`src/rtl/fir_pkg.sv`:
```
// Shared definitions for the FIR coefficient path: loader state encoding,
// counter sizing and the tap-slice convention (tap j at [(N-1-j)*W +: W]).
package fir_pkg;

  typedef enum logic [1:0] {
    IDLE   = 2'd0,
    LOAD   = 2'd1,
    DRAIN  = 2'd2,
    COMMIT = 2'd3
  } fir_state_t;

  // Counter must hold the values 0..n inclusive.
  function automatic int cnt_width(input int n);
    return $clog2(n + 1);
  endfunction

  // LSB of the slice that holds tap j (0-based arrival order); first tap is MSB.
  function automatic int tap_lsb(input int j, input int n, input int w);
    return (n - 1 - j) * w;
  endfunction

endpackage

```
`src/rtl/fir_coeff_loader.sv`:
```
// Streams FIR taps into a shadow bank and commits whole sets atomically.
// Optional idle timeout in LOAD/DRAIN: define FIR_COEFF_LOADER_TIMEOUT_EN.
module fir_coeff_loader
  import fir_pkg::*;
#(
  parameter int N           = 4,
  parameter int COEFF_WIDTH = 8,
  parameter int TIMEOUT     = 255
) (
  input  logic                     clk,
  input  logic                     rst,
  input  logic [COEFF_WIDTH-1:0]   coeff_in,
  input  logic                     coeff_valid,
  input  logic                     coeff_last,
  output logic                     coeff_ready,
  output logic [N*COEFF_WIDTH-1:0] packed_coeffs,
  output logic                     coeffs_update,
  output logic                     load_error,
  output logic                     busy,
  output logic [1:0]               state_dbg
);

  // Handshake: a beat transfers on a rising edge where coeff_valid && coeff_ready;
  // the sender holds coeff_in/coeff_last stable until then. Ready drops only
  // during the single COMMIT cycle and while rst is high.

  localparam int CW = cnt_width(N);
  localparam int PW = N * COEFF_WIDTH;
  localparam logic [CW-1:0] LAST_CNT = CW'(N - 1);

  fir_state_t    state;
  logic [CW-1:0] cnt;
  logic [PW-1:0] shadow;
  logic          accept;
  logic          timed_out;

  assign coeff_ready = !rst && (state != COMMIT);
  assign busy        = !rst && (state != IDLE);
  assign accept      = coeff_valid && coeff_ready;
  assign state_dbg   = state;

`ifdef FIR_COEFF_LOADER_TIMEOUT_EN
  localparam int TW = $clog2(TIMEOUT + 1);
  localparam logic [TW-1:0] IDLE_LIMIT = TW'(TIMEOUT - 1);

  logic [TW-1:0] idle_cnt;

  // Fires on the edge where the idle count would reach TIMEOUT.
  assign timed_out = ((state == LOAD) || (state == DRAIN)) && !accept &&
                     (idle_cnt == IDLE_LIMIT);

  always_ff @(posedge clk) begin
    if (rst || accept || timed_out || !((state == LOAD) || (state == DRAIN))) begin
      idle_cnt <= '0;
    end else begin
      idle_cnt <= idle_cnt + 1'b1;
    end
  end
`else
  // Without the counter the loader waits forever; TIMEOUT has no effect.
  assign timed_out = 1'b0 && (TIMEOUT < 1);
`endif

  always_ff @(posedge clk) begin
    if (rst) begin
      state         <= IDLE;
      cnt           <= '0;
      shadow        <= '0;
      packed_coeffs <= '0;
      coeffs_update <= 1'b0;
      load_error    <= 1'b0;
    end else begin
      coeffs_update <= 1'b0;
      load_error    <= 1'b0;
      unique case (state)
        IDLE: begin
          if (accept) begin
            shadow[PW-1 -: COEFF_WIDTH] <= coeff_in;
            cnt                         <= CW'(1);
            if (coeff_last && (N > 1)) begin
              load_error <= 1'b1;
            end else if (coeff_last) begin
              state <= COMMIT;
            end else if (N == 1) begin
              state <= DRAIN;
            end else begin
              state <= LOAD;
            end
          end
        end
        LOAD: begin
          if (timed_out) begin
            load_error <= 1'b1;
            shadow     <= '0;
            cnt        <= '0;
            state      <= IDLE;
          end else if (accept) begin
            for (int j = 1; j < N; j++) begin
              if (cnt == CW'(j)) shadow[tap_lsb(j, N, COEFF_WIDTH) +: COEFF_WIDTH] <= coeff_in;
            end
            cnt <= cnt + 1'b1;
            if (cnt == LAST_CNT) begin
              state <= coeff_last ? COMMIT : DRAIN;
            end else if (coeff_last) begin
              load_error <= 1'b1;
              cnt        <= '0;
              state      <= IDLE;
            end
          end
        end
        DRAIN: begin
          if (timed_out || (accept && coeff_last)) begin
            load_error <= 1'b1;
            cnt        <= '0;
            state      <= IDLE;
          end
        end
        COMMIT: begin
          packed_coeffs <= shadow;
          coeffs_update <= 1'b1;
          cnt           <= '0;
          state         <= IDLE;
        end
        default: state <= IDLE;
      endcase
    end
  end

endmodule

```
`config.mk`:
```
export PLATFORM = sky130hd
export DESIGN_NAME = fir_coeff_loader
export DESIGN_NICKNAME = d
export VERILOG_FILES = /design/src/rtl/fir_pkg.sv /design/src/rtl/fir_coeff_loader.sv
export SDC_FILE = /design/constraint.sdc
export NUM_CORES = 1
export LEC_CHECK = 0
export CORE_UTILIZATION = 30
export CTS_CLUSTER_SIZE = 25
export DETAILED_ROUTE_END_ITERATION = 8
export SKIP_LAST_GASP = 1
export SYNTH_ARGS = -nofsm -noshare
export SYNTH_HDL_FRONTEND = slang
export SYNTH_SLANG_ARGS = --single-unit
export TNS_END_PERCENT = 30
```
`constraint.sdc`:
```
create_clock -name clk -period 2.3 [get_ports clk]
set_clock_uncertainty 0.1 [all_clocks]
set_input_delay 0.46 -clock clk [delete_from_list [all_inputs] [get_ports clk]]
set_output_delay 0.46 -clock clk [all_outputs]
set_load 0.05 [all_outputs]
```
==> results of run 1 <==
Yosys cell counts (2+ instances only):
master	n	area (um2)
clkbuf_1	2	7.510
ha_1	4	50.05
buf_2	8	40.04
o21a_1	2	15.01
nor2_1	4	15.01
nand2_1	20	75.07
a22o_1	33	289.0
buf_6	11	123.9
a21oi_1	27	135.1
mux2i_1	2	20.02
nor2b_1	2	12.51
and3b_2	2	20.02
or4_1	2	15.01
dfxtp_1	71	1421
inv_1	12	45.04
or2b_2	4	35.03
nand2b_1	17	106.4
a31o_2	23	201.4
buf_4	4	30.03
a211oi_1	8	60.06
cell families (layout without fill, tap and decap cells):
group                      Yosys count  in the layout  synth area share [%]
DFF                                 71             71                 49.72
buffers and inverters               38             88                 9.103
muxes                                2              2                0.7002
adders and majority gates            4              4                 1.751
and+or+nand+nor                     58             58                 13.00
AOI/OAI and AO/OA                   97             97                 25.73
per-stage QoR:
| stage | instance area, um2 | utilization, % | worst slack (ns) |
|---|---|---|---|
| final | 3623 | 39.21 | 0.1402 |
| after global routing | 3623 | 39.21 | 0.06454 |
| after CTS | 3623 | 39.21 | 0.1377 |
| after detailed placement | 3418 | 36.99 | 0.09704 |
| after global placement | 3418 | 36.99 | 0.1375 |
| after floorplan | 2859 | - | 0.01865 |
routing by layer:
| layer | track usage, % | routed length [um] |
|---|---|---|
| met1 | 18.54 | 3233 |
| met5 | 0 | 0 |
| met4 | 8.484 | 175 |
| met2 | 21.53 | 2848 |
| met3 | 3.092 | 199 |
power groups by stage:
stage	Combinational (mW)	Clock (mW)	Sequential [mW]
after CTS	0.165	1.05	1.25
after global placement	0.163	0	1.28
final	0.166	1.03	1.25
after global routing	0.179	1.10	1.26
after detailed placement	0.165	0	1.28
after floorplan	0.102	0	1.28
sequential cells by signal, summed over array words and instances, names as in the netlist:
name,cells
cnt,3
coeffs_update,1
load_error,1
packed_coeffs,32
shadow,32
state_dbg,2
cell type report:
cell class / count / area, um2 / share of cell area [%]
Clock inverter: 6 / 67.56 / 1.865
Tap cell: 129 / 161.4 / 4.454
Clock buffer: 10 / 137.6 / 3.798
Inverter: 12 / 45.04 / 1.243
Timing Repair Buffer: 60 / 613.1 / 16.92
Multi-Input combinational cell: 161 / 1177 / 32.49
Sequential cell: 71 / 1421 / 39.23
worst min-delay path: stages (launching register included):
cell	delay [ns]
dfxtp_1	0.32
nand2_1	0.05
a21oi_1	0.05
worst min-delay path by stage:
stage / cells after the start / slack, ns / startpoint / endpoint
after CTS: 2 / 0.36 / shadow[26]$_SDFFE_PP0P_ / shadow[26]$_SDFFE_PP0P_
final: 2 / 0.36 / shadow[24]$_SDFFE_PP0P_ / shadow[24]$_SDFFE_PP0P_
after global placement: 2 / 0.35 / shadow[26]$_SDFFE_PP0P_ / shadow[26]$_SDFFE_PP0P_
after global routing: 1 / 0.39 / shadow[8]$_SDFFE_PP0P_ / packed_coeffs[8]$_SDFFE_PP0P_
after detailed placement: 1 / 0.35 / shadow[8]$_SDFFE_PP0P_ / packed_coeffs[8]$_SDFFE_PP0P_
after floorplan: 1 / 0.33 / shadow[23]$_SDFFE_PP0P_ / packed_coeffs[23]$_SDFFE_PP0P_
==> run summary, run 1 <==
Switching Fraction - 24.62%
Initial Utilization - 30.94%
Final non-filler cell total - 449
Layout Nets - 331
Reg2Reg Depth - 4
CTS tree - done
Worst vdd ir - 0.0003214 V
Reg2reg setup slack - 0.48 ns
Crit-path cells - nor2_1 > nor2_1 > buf_12
DRT Pass-1 Iters - 4
Crit path kind - reg2out
CTS buffer count - 9
FF+latch count, synth - 71
Pleak - 1.329 nW
Slowest Stage Delay on Critical Path - 0.73 ns
R2R Path Start - state_dbg[0]$_SDFFE_PP0P_
Die footprint - 9924 um2
Height of the die - 99.62 um
Post-DP HPWL - 4.256 mm
Crit. path cell count - 3
Most used cell, CP - nor2_1
Post-synth ARST share - 0%
GP Congestion - 0.7087
Remaining global-route overflow - 0
CTS clk-pin slew, worst paths - 0.08 ns
WL final - 6.456 mm
Worst Path Required - 1.74 ns
Worst Path Arrival - 1.60 ns
Highest-count cells in the layout ignoring fill and taps - dfxtp_1 (71), clkdlybuf4s50_1 (45), a22o_1 (33)
Clk sinks - 71
Final Cycle Share - 93.91%
# fillers - 918
Worst skew pair latency - 0.35 ns
Sequential area share after synthesis - 49.72%
Slew of the pin with the lowest slew margin - 0.6360 ns
Maxcap violations - 0
Rows - 35
Synth cell types - 32
DR vias - 2130
PostCTS Resize Cnt - 0
CP max-delay cell - dfxtp_1
I/O Pins - 50
Hold/Removal Path Class - reg2reg
Crit start category - register
P&R area growth vs syn - 26.74%
Seq pwr share - 51.2%
Most common cell after layout, fill and taps aside - dfxtp_1
DR WL/cell - 14.38 um
Worst R2R End - shadow[15]$_SDFFE_PP0P_
GRT Total Usage - 14.22%
Internal - 1.844 mW
Fmax - 463.0 MHz
Post-CTS Setup Bufs - 0
Initial antenna violation count - 0
EDFF count, synth - 0
CP bufs+invs - 1
Core area - 9240 um2
Critical path peak fanout - 13
DRC - 0
Worst Setup SP - state_dbg[1]$_SDFFE_PP0P_
Power density over the cells - 675.0 nW/um2
Share of layout cells above drive strength 1 - 20.31%
Root buffer cell - clkbuf_8
Worst-case clock buffer depth - 2
Synth Cell Area - 2859 um2
Relative slew margins - 57.54%
PortBufs - 49
Vias in the first global route - 2029
Comb power frac - 6.8%
Vias/cell - 4.744
First-pass GRT wire length - 10.63 mm
Synth Instances - 270
Final Critical Period - 2.160 ns
Tot Pwr - 2.446 mW
Setup Viol. Count Final - 0
Synth Net Count - 286
# diodes - 0
Largest net degree at the start of global routing - 33
Net Sw Power - 602.3 uW
Final Hold Fails - 0
Clk pwr share - 42.0%
Status - finished, final reports clean
Die X - 99.62 um
TNS Setup - 0 ns
Antenna-violating nets left - 0
Slew Limit Fails - 0
RSZ-0062 raised after global routing - false
Hold WS - 0.3634 ns
Setup crit end - busy
CP endpoint kind - output port
H-tree depth - 3
Top Family by Delay on Critical Path - flip-flops
Drt initial violations - 67
Commonest register cell after synthesis - dfxtp_1
Mean Syn Cell Area - 10.59 um2
Hold Buf Count CTS - 0
Placed Cells - 433
YS warnings - 0
Power figures use the tool's default switching activity.
==> inputs of run 2 (changes only) <==
--- a/config.mk
+++ b/config.mk
@@ -8,6 +8,8 @@
 export CORE_UTILIZATION = 30
 export CTS_CLUSTER_SIZE = 25
 export DETAILED_ROUTE_END_ITERATION = 8
+export DONT_BUFFER_PORTS = 1
+export REMOVE_ABC_BUFFERS = 1
 export SKIP_LAST_GASP = 1
 export SYNTH_ARGS = -nofsm -noshare
 export SYNTH_HDL_FRONTEND = slang
==> run 2 against run 1 <==
  * Highest routed layer unchanged
  * Global-route usage fell by 1.5 points
  * Routed wire length down 6.5%
  * Sequential power barely moved
  * Die area did not move
  * First-iteration DRC count grew 19%
  * Register-to-register slack hardly changed
==> run summary, run 2 (same netlist as run 1, synthesis figures left out) <==
Vias in the first global route - 1844 (was 2029)
Setup crit end - busy (unchanged)
Hold Buf Count CTS - 0 (unchanged)
Worst vdd ir - 0.0002860 V (was 0.0003214 V)
Die footprint - 9924 um2 (unchanged)
Most common cell after layout, fill and taps aside - dfxtp_1 (unchanged)
Pleak - 1.139 nW (was 1.329 nW)
Worst Setup SP - state_dbg[0]$_SDFFE_PP0P_ (was state_dbg[1]$_SDFFE_PP0P_)
CP endpoint kind - output port (unchanged)
Height of the die - 99.62 um (unchanged)
# diodes - 0 (unchanged)
Remaining global-route overflow - 0 (unchanged)
PostCTS Resize Cnt - 0 (unchanged)
DRT Pass-1 Iters - 4 (unchanged)
CTS buffer count - 9 (unchanged)
Hold/Removal Path Class - in2reg (was reg2reg)
Core area - 9240 um2 (unchanged)
Final Cycle Share - 87.65% (was 93.91%)
Seq pwr share - 49.2% (was 51.2%)
Die X - 99.62 um (unchanged)
Crit path kind - reg2out (unchanged)
DRC - 0 (unchanged)
Final non-filler cell total - 396 (was 449)
Register Area - 1421 um2 (unchanged)
CTS clk-pin slew, worst paths - 0.08 ns (about the same)
Biggest regs - packed_coeffs x32, shadow x32, cnt x3 (unchanged)
CP max-delay cell - dfxtp_1 (unchanged)
Maxcap violations - 0 (unchanged)
Worst R2R End - shadow[23]$_SDFFE_PP0P_ (was shadow[15]$_SDFFE_PP0P_)
P&R area growth vs syn - 8.753% (was 26.74%)
# fillers - 939 (was 918)
Worst Path Arrival - 1.46 ns (was 1.60 ns)
Placed Cells - 380 (was 433)
Worst Path Required - 1.74 ns (about the same)
Rows - 35 (unchanged)
Initial Utilization - 30.94% (unchanged)
Internal - 1.999 mW (was 1.844 mW)
Fmax - 496.0 MHz (was 463.0 MHz)
Crit-path cells - nor2_1 > nor2_1 > buf_4 (was nor2_1 > nor2_1 > buf_12)
Share of layout cells above drive strength 1 - 21.35% (was 20.31%)
Crit start category - register (unchanged)
Drt initial violations - 80 (was 67)
DR vias - 1909 (was 2130)
Area of the multi-input gates - 1185 um2 (was 1177 um2)
GRT Total Usage - 12.74% (was 14.22%)
Relative slew margins - 51.45% (was 57.54%)
H-tree depth - 3 (unchanged)
WL final - 6.036 mm (was 6.456 mm)
GP Congestion - 0.7386 (was 0.7087)
R2R Path Start - state_dbg[0]$_SDFFE_PP0P_ (unchanged)
Worst skew pair latency - 0.34 ns (was 0.35 ns)
Slew of the pin with the lowest slew margin - 0.7268 ns (was 0.6360 ns)
Switching Fraction - 21.71% (was 24.62%)
First-pass GRT wire length - 9.584 mm (was 10.63 mm)
Power density over the cells - 821.3 nW/um2 (was 675.0 nW/um2)
Final Critical Period - 2.016 ns (was 2.160 ns)
Post-DP HPWL - 3.946 mm (was 4.256 mm)
Critical path peak fanout - 13 (unchanged)
RSZ-0062 raised after global routing - false (unchanged)
Post-CTS Setup Bufs - 0 (unchanged)
Root buffer cell - clkbuf_8 (unchanged)
Layout Nets - 278 (was 331)
Slew Limit Fails - 0 (unchanged)
Reg2reg setup slack - 0.47 ns (was 0.48 ns)
PortBufs - 0 (was 49)
Vias/cell - 4.821 (was 4.744)
Comb power frac - 3.7% (was 6.8%)
Net Sw Power - 554.4 uW (was 602.3 uW)
Clk pwr share - 47.2% (was 42.0%)
Clk sinks - 71 (unchanged)
Tot Pwr - 2.554 mW (was 2.446 mW)
Final Hold Fails - 0 (unchanged)
Worst-case clock buffer depth - 2 (unchanged)
Largest net degree at the start of global routing - 48 (was 33)
CTS tree - done (unchanged)
DR WL/cell - 15.24 um (was 14.38 um)
Reg2Reg Depth - 4 (unchanged)
Setup Viol. Count Final - 0 (unchanged)
Status - finished, final reports clean (unchanged)
Initial antenna violation count - 0 (unchanged)
Slowest Stage Delay on Critical Path - 0.67 ns (was 0.73 ns)
Most used cell, CP - nor2_1 (unchanged)
I/O Pins - 50 (unchanged)
Highest-count cells in the layout ignoring fill and taps - dfxtp_1 (71), a22o_1 (33), a21oi_1 (27) (was dfxtp_1 (71), clkdlybuf4s50_1 (45), a22o_1 (33))
Antenna-violating nets left - 0 (unchanged)
-- run 2: metrics by stage --
stage | hold WS [ns] | area [um2] | utilization, % | setup WS, ns | TNS, ns
floorplan | 0.3300 | 2644 | - | -0.1666 | -1.857
finish | 0.08023 | 3109 | 33.65 | 0.2840 | 0
CTS | 0.06254 | 3109 | 33.65 | 0.2640 | 0
global route | 0.05450 | 3109 | 33.65 | 0.1465 | 0
detailed placement | 0.3428 | 2865 | 31.01 | 0.5040 | 0
global placement | 0.3398 | 2865 | 31.01 | 0.5529 | 0
-- run 2: worst min-delay path by stage --
stage	start	to	slack, ns	depth (start not counted)
2_1_floorplan	shadow[24]$_SDFFE_PP0P_	shadow[24]$_SDFFE_PP0P_	0.33	2
3_3_place_gp	shadow[31]$_SDFFE_PP0P_	shadow[31]$_SDFFE_PP0P_	0.34	2
3_5_place_dp	shadow[30]$_SDFFE_PP0P_	shadow[30]$_SDFFE_PP0P_	0.34	2
4_1_cts	rst	shadow[31]$_SDFFE_PP0P_	0.06	1
5_1_grt	rst	state_dbg[1]$_SDFFE_PP0P_	0.05	1
6_report	rst	state_dbg[1]$_SDFFE_PP0P_	0.08	1
-- run 2: area by class of cell --
class	instances	area share [%]
flip-flops and latches	71	45.71
multi-input cells	161	38.11
well taps	129	5.191
clock buffers	9	3.984
clock inverters	7	3.863
repair buffers	7	1.690
inverters	12	1.449
-- run 2: power groups by stage --
stage	Combinational, mW	Sequential, mW	Clock [mW]
after floorplan	0.0652	1.29	0
after global placement	0.0920	1.28	0
after detailed placement	0.0933	1.29	0
after CTS	0.0936	1.26	1.23
after global routing	0.103	1.26	1.29
final	0.0933	1.26	1.20
-- run 2: worst max-delay path: cells and delay by family, from the launching register on --
kind,cells,cell delay [ns]
flops,1,0.67
buf+inv,1,0.21
simple gates,2,0.23
-- run 2: per-layer routing --
metal  track usage [%]  wire, um  vias up
li1                  -         -      948
met4             3.733        66        0
met5                 0         0        -
met3             7.309       474        8
met1             14.47      2715      906
met2             20.30      2780       47
==> inputs of run 3 (changes only) <==
--- a/config.mk
+++ b/config.mk
@@ -5,10 +5,12 @@
 export SDC_FILE = /design/constraint.sdc
 export NUM_CORES = 1
 export LEC_CHECK = 0
+export CORE_ASPECT_RATIO = 1.5
 export CORE_UTILIZATION = 30
 export CTS_CLUSTER_SIZE = 25
 export DETAILED_ROUTE_END_ITERATION = 8
 export DONT_BUFFER_PORTS = 1
+export RECOVER_POWER = 100
 export REMOVE_ABC_BUFFERS = 1
 export SKIP_LAST_GASP = 1
 export SYNTH_ARGS = -nofsm -noshare
==> run 3 against run 2 <==
  * Critical path depth decreased by 1
  * Cell count fell by 4.5%
  * Clock power up 33%
  * Combinational power shrank 2.7%
==> run summary, run 3 (same netlist as run 1, synthesis figures left out) <==
Status - finished, final reports clean (unchanged)
Height of the die - 121.6 um (was 99.62 um)
Die X - 81.71 um (was 99.62 um)
Post-CTS Setup Bufs - 0 (unchanged)
Final Cycle Share - 89.95% (was 87.65%)
GP Congestion - 0.7601 (was 0.7386)
Reg2Reg Depth - 4 (unchanged)
Pre-CTS WS - 0.4857 ns (was 0.5040 ns)
First-pass GRT wire length - 9.687 mm (was 9.584 mm)
Root buffer cell - clkbuf_16 (was clkbuf_8)
Worst vdd ir - 0.0004625 V (was 0.0002860 V)
Worst Path Arrival - 1.51 ns (was 1.46 ns)
Maxcap violations - 0 (unchanged)
Power density over the cells - 930.3 nW/um2 (was 821.3 nW/um2)
Vias in the first global route - 1797 (was 1844)
R2R Path Start - state_dbg[0]$_SDFFE_PP0P_ (unchanged)
Crit start category - register (unchanged)
H-tree depth - 3 (unchanged)
I/O Pins - 50 (unchanged)
Post-DP HPWL - 4.049 mm (was 3.946 mm)
Crit-path cells - a21oi_4 > buf_2 (was nor2_1 > nor2_1 > buf_4)
Slowest Stage Delay on Critical Path - 0.53 ns (was 0.67 ns)
DR WL/cell - 16.24 um (was 15.24 um)
Antenna-violating nets left - 0 (unchanged)
GRT Total Usage - 13.34% (was 12.74%)
Final Critical Period - 2.069 ns (was 2.016 ns)
Remaining global-route overflow - 0 (unchanged)
Layout Nets - 278 (unchanged)
Initial antenna violation count - 0 (unchanged)
TNS Setup - 0 ns (unchanged)
Hold depth - 1 (unchanged)
PortBufs - 0 (unchanged)
HP Start - rst (unchanged)
DR vias - 1909 (unchanged)
CTS clk-pin slew, worst paths - 0.05 ns (was 0.08 ns)
WL final - 6.138 mm (was 6.036 mm)
DP Area - 2844 um2 (was 2865 um2)
Highest-count cells in the layout ignoring fill and taps - dfxtp_1 (71), a22o_1 (33), a21oi_1 (27) (unchanged)
Final Hold Fails - 0 (unchanged)
Reg2reg setup slack - 0.29 ns (was 0.47 ns)
Final non-filler cell total - 378 (was 396)
Setup Viol. Count Final - 0 (unchanged)
Final std cell area, no fill - 3159 um2 (was 3109 um2)
Worst Path Required - 1.74 ns (about the same)
Hold EP - shadow[24]$_SDFFE_PP0P_ (was state_dbg[1]$_SDFFE_PP0P_)
Clk sinks - 71 (unchanged)
Vias/cell - 5.050 (was 4.821)
Die footprint - 9932 um2 (was 9924 um2)
Worst R2R End - shadow[16]$_SDFFE_PP0P_ (was shadow[23]$_SDFFE_PP0P_)
RSZ-0062 raised after global routing - false (unchanged)
P&R area growth vs syn - 10.50% (was 8.753%)
DRC - 0 (unchanged)
Setup ws final - 0.2313 ns (was 0.2840 ns)
Share of layout cells above drive strength 1 - 19.92% (was 21.35%)
Initial Utilization - 30.90% (was 30.94%)
CTS tree - done (unchanged)
CTS buffer count - 9 (unchanged)
Hold/Removal Path Class - in2reg (unchanged)
Slew Limit Fails - 0 (unchanged)
Placed Cells - 363 (was 380)
Crit path kind - reg2out (unchanged)
Fmax - 483.4 MHz (was 496.0 MHz)
Core area - 9254 um2 (was 9240 um2)
Critical path peak fanout - 20 (was 13)
Largest net degree at the start of global routing - 48 (unchanged)
Hold Buf Count CTS - 0 (unchanged)
CP endpoint kind - output port (unchanged)
Worst-case clock buffer depth - 2 (unchanged)
# diodes - 0 (unchanged)
Worst skew pair latency - 0.33 ns (was 0.34 ns)
CP max-delay cell - buf_2 (was dfxtp_1)
Final Core Density - 34.14% (was 33.65%)
Relative slew margins - 51.61% (was 51.45%)
Pleak - 1.177 nW (was 1.139 nW)
PostCTS Resize Cnt - 0 (unchanged)
CP bufs+invs - 1 (unchanged)
Rows - 43 (was 35)
Slew of the pin with the lowest slew margin - 0.7244 ns (was 0.7268 ns)
Most common cell after layout, fill and taps aside - dfxtp_1 (unchanged)
DRT Pass-1 Iters - 4 (unchanged)
Top Family by Delay on Critical Path - buffers and inverters (was flip-flops)
Biggest regs - packed_coeffs x32, shadow x32, cnt x3 (unchanged)
Drt initial violations - 116 (was 80)
[run 3: cell count changes in the layout (fill, tap and decap cells not counted), sizes merged]
cell and change:
buf -3, clkbuf +4, clkinv -1, inv -1
[run 3: metal layers]
| layer | global-route usage [%] | vias up | part of all wire (%) |
|---|---|---|---|
| met1 | 15.90 | 896 | 43 |
| met3 | 5.618 | 9 | 7.7 |
| met2 | 20.63 | 48 | 47 |
| met4 | 5.921 | 0 | 1.8 |
| met5 | 0 | - | 0 |
| li1 | - | 956 | - |
[run 3: where the power goes]
part	leakage (nW)	internal [mW]	switching, mW
clock	0.165	1.08	0.507
sequential	0.573	1.24	0.0143
combinational	0.439	0.0310	0.0598
[run 3: stage by stage]
step	hold slack (ns)	total power, mW
2_1_floorplan	0.3300	1.352
3_5_place_dp	0.3419	1.380
4_1_cts	0.09612	2.970
5_1_grt	0.09794	3.029
3_3_place_gp	0.3386	1.377
6_report	0.1080	2.939
[run 3: how the worst max path moves through the flow]
stage / endpoint / cells past startpoint / from / slack [ns]
2_1_floorplan: coeff_ready / 1 / state_dbg[0]$_SDFFE_PP0P_ / -0.17
3_3_place_gp: shadow[23]$_SDFFE_PP0P_ / 4 / state_dbg[0]$_SDFFE_PP0P_ / 0.53
3_5_place_dp: shadow[5]$_SDFFE_PP0P_ / 4 / state_dbg[1]$_SDFFE_PP0P_ / 0.49
4_1_cts: busy / 3 / state_dbg[0]$_SDFFE_PP0P_ / 0.32
5_1_grt: shadow[17]$_SDFFE_PP0P_ / 4 / state_dbg[0]$_SDFFE_PP0P_ / 0.15
6_report: coeff_ready / 2 / state_dbg[0]$_SDFFE_PP0P_ / 0.23
[run 3: worst register-to-register path: stages, from the launching register on]
cell      delay (ns)
dfxtp_1         0.62
nor3b_1         0.27
clkbuf_2        0.54
a21oi_1         0.15
a31o_2          0.24
[run 3: layout make-up]
cell class	instances	area, um2
Fill cell	946	6095
Sequential cell	71	1421
Multi-Input combinational cell	161	1165
Clock buffer	10	239.0
Tap cell	112	140.1
Clock inverter	5	106.4
Inverter	12	45.04
Timing Repair Buffer	7	42.54
